`src/rtl/sliding_threshold_detector.sv`:
```
// Streaming k-of-n detector: keeps the last WINDOW accepted bits and flags when at least
// THRESH of them are 1, with a sticky hit flag cleared only by clear or rst.
module sliding_threshold_detector #(
  parameter int unsigned WINDOW = 3,
  parameter int unsigned THRESH = 2,
  localparam int unsigned CW = $clog2(WINDOW + 1)
) (
  input  logic          clk,
  input  logic          rst,
  input  logic          in_val,
  input  logic          in_bit,
  input  logic          clear,
  output logic [CW-1:0] count,
  output logic          full,
  output logic          out,
  output logic          hit
);

  localparam logic [CW-1:0] WinC = CW'(WINDOW);
  localparam logic [CW-1:0] ThrC = CW'(THRESH);

  logic [WINDOW-1:0] win_q, win_d;
  logic [CW-1:0]     fill_q, fill_d;
  logic [CW-1:0]     count_q, count_d;
  logic              hit_q, hit_d;
  logic              full_q;
  logic              out_next;

  assign full_q = (fill_q == WinC);

  always_comb begin
    win_d    = win_q;
    fill_d   = fill_q;
    count_d  = count_q;
    if (clear) begin
      win_d   = '0;
      fill_d  = '0;
      count_d = '0;
    end else if (in_val) begin
      win_d = (win_q << 1) | WINDOW'(in_bit);
      if (full_q) begin
        // Evicted bit was already counted, so this can neither overflow nor underflow.
        count_d = count_q + CW'(in_bit) - CW'(win_q[WINDOW-1]);
      end else begin
        fill_d  = fill_q + CW'(1);
        count_d = count_q + CW'(in_bit);
      end
    end
    out_next = (fill_d == WinC) && (count_d >= ThrC);
    hit_d    = !clear && (hit_q || out_next);
  end

  always_ff @(posedge clk or posedge rst) begin
    if (rst) begin
      win_q   <= '0;
      fill_q  <= '0;
      count_q <= '0;
      hit_q   <= 1'b0;
    end else begin
      win_q   <= win_d;
      fill_q  <= fill_d;
      count_q <= count_d;
      hit_q   <= hit_d;
    end
  end

  assign count = count_q;
  assign full  = full_q;
  assign out   = full_q && (count_q >= ThrC);
  assign hit   = hit_q;

endmodule

```
`config.mk`:
```
export PLATFORM = sky130hd
export DESIGN_NAME = sliding_threshold_detector
export DESIGN_NICKNAME = d
export VERILOG_FILES = /design/src/rtl/sliding_threshold_detector.sv
export SDC_FILE = /design/constraint.sdc
export NUM_CORES = 1
export LEC_CHECK = 0
export BUFFER_PORTS_ARGS = -buffer_cell sky130_fd_sc_hd__buf_2
export CAP_MARGIN = 20
export CORE_AREA = 4 4 41 43
export DETAILED_ROUTE_END_ITERATION = 10
export DIE_AREA = 0 0 45 47
export PLACE_DENSITY = 0.51
export SYNTH_ARGS = -nofsm -noshare
export SYNTH_HDL_FRONTEND = slang
export SYNTH_SLANG_ARGS = --single-unit
```
`constraint.sdc`:
```
create_clock -name clk -period 3.15 [get_ports clk]
set_input_delay 0.1575 -clock clk [delete_from_list [all_inputs] [get_ports clk]]
set_output_delay 0.1575 -clock clk [all_outputs]
set_load 0.05 [all_outputs]
```
* Word level (Yosys, flattened, before mapping)
Index checks and enable logic that the tools add are counted.
** Storage, ports and cells
- Register bits after elaboration :: 8
- Logic and storage cells :: 26
- Output and inout bits :: 5
** Operators by class
- Add/subtract/negate cells :: 3
- Mux-type cells :: 8
- Eq/ne operators :: 2
- Bitwise operators :: 1
- Order comparisons :: 2
- Reduce and logical (&&, ||, !) cells :: 6
** Operators by type and width (number)
- two-way mux 2 bit :: 6
- two-way mux 3 bit :: 2
- == test 2 bit (second input constant) :: 2
- greater-or-equal comparator 2 bit (second input constant) :: 2
- logical AND 1 bit :: 3
- bitwise OR 3 x 1 -> 3 bit :: 1
- adder 2 x 1 -> 2 bit :: 1
- adder 2 x 1 -> 2 bit (second input constant) :: 1
- nonzero test 2 bit :: 1
- subtractor 2 x 1 -> 2 bit :: 1
- zero test 1 bit :: 1
- logical OR 1 bit :: 1

* Depth between registers and ports, before layout
- Word-level depth :: 9
- Depth in mapped cells :: 7
- Depth with buffers taken out :: 7

* Worst setup path after synthesis
OpenSTA, ideal clock, no wires.
- Kind :: register to register
- Start :: reg count_q[0], in the netlist count[0]
- End :: reg hit_q, in the netlist hit
- Library setup time :: 126 ps
- Arrival :: 1799 ps
- Period minus slack after synthesis :: 1925 ps
- Buffers on the path :: 0
- Cell stages (with the launch flop) :: 8
- Path slack :: 1225 ps
- Cells stage by stage :: dfrtp_1 -> ha_1 -> inv_1 -> ha_1 -> nand3_2 -> mux2i_2 -> nor4b_1 -> a221o_1
** Between the ends
- Longest elaborated chain between the ends :: 9
** RTL lines
- start: declaration :: line 24 : logic [CW-1:0] count_q, count_d;
- start signal: assignment :: line 62 : count_q <= count_d;
- adder 2 x 1 -> 2 bit :: line 43, 46
- subtractor 2 x 1 -> 2 bit :: line 43 : count_d = count_q + CW'(in_bit) - CW'(win_q[WINDOW-1]);
- two-way mux 2 bit :: line 41 : if (full_q) begin
- two-way mux 2 bit * :: line 39 : end else if (in_val) begin
- two-way mux 2 bit * :: line 35 : if (clear) begin
- greater-or-equal comparator 2 bit * :: line 49 : out_next = (fill_d == WinC) && (count_d >= ThrC);
- logical AND 1 bit * :: line 49
- logical OR 1 bit * :: line 50 : hit_d = !clear && (hit_q || out_next);
- logical AND 1 bit * :: line 50
- via hit_d :: line 25 : logic hit_q, hit_d;
- end signal: assignment :: line 63 : hit_q <= hit_d;
- end: declaration :: line 25
The timed path passes the listed nets; every way through them passes the cells marked *.
A chain may end at the register's enable or synchronous reset.

* Worst setup path after layout
Same ends and word-level chain as after synthesis.

==> metrics.yaml <==
status:
  status: "finished clean"
logic_synthesis:
  ys_warn_count: 0
  syn_avg_cell_area_um2: 9.668
  synth-seq-cells: 8
  synth_nets: 51
  synth_cell_types: 19
  syn_area_um2: 425.4
  synth_cells: 44
  yosysSeqAreaShare: 0.4706
critical_path:
  reg2reg_slack_ns: 1.41
  cp.required_ns: 3.28
  critPathKind: "flop to flop"
  crit_path_top_delay_cell: "dfrtp_1"
  cp-start-kind: "flop"
  path_cells: "ha_1 > inv_1 > ha_1 > nand3_2 > mux2i_2 > nor4b_1 > a221o_1"
  arrival_ns: 1.87
  cpPeakStageDelay_ns: 0.39
  worst_path_most_repeated_cell: "ha_1"
  cp_max_fo: 3
  worstSetupEndpointType: "flop"
  critPathTopFamily: "adder cells"
  cp_num_buf_inv: 1
final_layout:
  fin_nets: 64
  seq_area_um2: 200.2
  multi_input_area_um2: 197.7
  fillerInstances: 149
  syn2layout_area_growth_pct: 19.71
  antennaDiodeCount: 0
  drive_gt1_frac: 0.2727
detailed_routing:
  vias: 329
  antenna_left: 0
  routed_wl_um: 771
  drt_iter0_markers: 4
  viasPerCell: 4.700
  first_pass_iters: 4
  routedWlPerCell_um: 11.01
  drc: 0
global_route:
  grt_first_pass_wirelength_um: 1331
  grt_overflow: 0
  grt_max_degree: 12
  grt_pass1_vias: 316
  grt_use_total: 0.09105
  antenna_found_initial: 0
power_and_ir_drop:
  power.total_uw: 225.7
  power_frac_seq: 0.501
  net-switching-power_uw: 61.70
  ir_drop_uv: 193.6
  p_sw_frac: 0.2734
  combPwrFrac: 0.158
  p_int_uw: 164.0
  power_leakage_nw: 0.2762
  power-per-cell-area_mw_per_mm2: 443.1
  pwr-share-clk: 0.341
job:
  max_cap_viol_count: 0
die:
  die_y_um: 47
  boundaryPins: 10
  rows: 13
  initial_core_util: 0.3269
  die_w_um: 45
  dieArea_mm2: 0.002115
  core_mm2: 0.001301
sta:
  skew_ns: 0.0002059
  setup_viol: 0
  fmax_ghz: 0.5761
  fin_crit_ns: 1.736
  drv_slew: 0
  final.setup.tns_ns: 0
  worst_pin_slew_ns: 0.3117
  finalHoldViolCount: 0
  grt_setup_unrepaired: "false"
  finalCritPeriodShare: 0.5510
  relSlewSlack: 0.7919
place:
  place_congestion: 0.6945
  hpwlAfterDp_um: 588.7
  port_buffers: 9
clock_tree:
  insertion_delay_ns: 0.25
  path_clk_slew_ns: 0.05
  htree_levels: 1
  cts_tree: "built"
  clock-sinks: 8
  cts_max_path_buffers: 2
  root_buffer: "clkbuf_4"
  cts_buffers: 3
hold_path:
  min_path_type: "primary input to flop"
## through the flow
step | instances | cell area (um2) | hold slack (ns) | setup WS [ns] | utilization
2_1_floorplan | 44 | 425.4 | -0.02684 | 1.225 | -
3_3_place_gp | 66 | 476.7 | 0.1208 | 1.449 | 0.3663
3_5_place_dp | 66 | 476.7 | 0.1234 | 1.414 | 0.3663
4_1_cts | 70 | 509.2 | 0.1723 | 1.409 | 0.3913
5_1_grt | 70 | 509.2 | 0.1824 | 1.317 | 0.3913
6_report | 70 | 509.2 | 0.1731 | 1.414 | 0.3913
## cell usage in the layout (no fill, tap or decap)
cell and instances:
nand3_2 1, buf_2 9, nand2b_1 1, o21ai_0 1
mux2i_2 1, ha_1 2, a221o_1 1, dfrtp_1 8
nor3_1 2, and3_2 1, nor2_1 9, a21oi_1 2
nand2_1 3, dlygate4sd3_1 1, xnor2_1 1, clkbuf_4 3
mux2i_1 3, inv_1 4, a211oi_1 1, nor4b_1 1
## synthesized netlist by cell type
library cell	count	area (um2)
nand3_2	1	10.01
a211oi_1	1	7.510
a221o_1	1	10.01
o21ai_0	1	5.000
inv_1	4	15.01
nand2_1	3	11.26
buf_4	1	7.510
dfrtp_1	8	200.2
and3_2	1	7.510
mux2i_2	1	13.76
a21oi_1	2	10.01
nor3_1	2	10.01
nand2b_1	1	6.260
xnor2_1	1	8.760
nor2_1	9	33.78
mux2i_1	3	30.03
nor4b_1	1	8.760
ha_1	2	25.02
clkbuf_2	1	5.000
## logic make-up after synthesis
| group | share of synthesized area |
|---|---|
| and+or+nand+nor | 0.2059 |
| DFF | 0.4706 |
| muxes | 0.1029 |
| AOI/OAI and AO/OA | 0.07647 |
| adders and majority gates | 0.05881 |
| xor gates and xnor gates | 0.02059 |
| buffers and inverters | 0.06469 |
## metal layers
metal	track usage	wire, um	vias up
met3	0.02682	29	0
met5	0	0	-
met2	0.1497	382	5
li1	-	-	172
met4	0.05263	0	0
met1	0.1056	359	152
## state kept, by name (all words and copies together) (netlist names)
| register | count |
|---|---|
| fill_q | 2 |
| win_q | 3 |
| hit | 1 |
| count | 2 |
## area by class of cell
| type | instances | area share |
|---|---|---|
| repair buffers | 10 | 0.1081 |
| inverters | 4 | 0.02948 |
| clock buffers | 3 | 0.04423 |
| well taps | 15 | 0.03686 |
| multi-input cells | 30 | 0.3882 |
| flip-flops and latches | 8 | 0.3931 |
## worst register-to-register path, cell delays in order (launching register included)
cell	delay (ns)
dfrtp_1	0.39
ha_1	0.30
inv_1	0.05
ha_1	0.18
nand3_2	0.08
mux2i_2	0.28
nor4b_1	0.09
a221o_1	0.26
## power by group through the flow
stage          logic, mW  clock network, mW  registers [mW]
2_1_floorplan     0.0214                  0           0.120
6_report          0.0356             0.0769           0.113
3_5_place_dp      0.0352                  0           0.115
4_1_cts           0.0364             0.0817           0.113
3_3_place_gp      0.0351                  0           0.115
5_1_grt           0.0402             0.0865           0.114
## worst paths after layout
path	start	end	depth (start not counted)
worst max-delay path	count[0]$_DFF_PP0_	hit$_DFF_PP0_	7
worst min-delay path	in_bit	win_q[0]$_DFFE_PP0P_	3
worst max register to register	count[0]$_DFF_PP0_	hit$_DFF_PP0_	7
worst min register to register	hit$_DFF_PP0_	hit$_DFF_PP0_	1
max in group asynchronous	rst	hit$_DFF_PP0_	3
min in group asynchronous	rst	win_q[1]$_DFFE_PP0P_	3
## timing repair
| item | 4_1_cts | 5_1_grt |
|---|---|---|
| hold buffers | 1 | 0 |
| setup buffers | 0 | 0 |
| gates resized for setup | 0 | 0 |
| endpoints found under the hold margin | 8 | 0 |
Power figures use the tool's default switching activity.
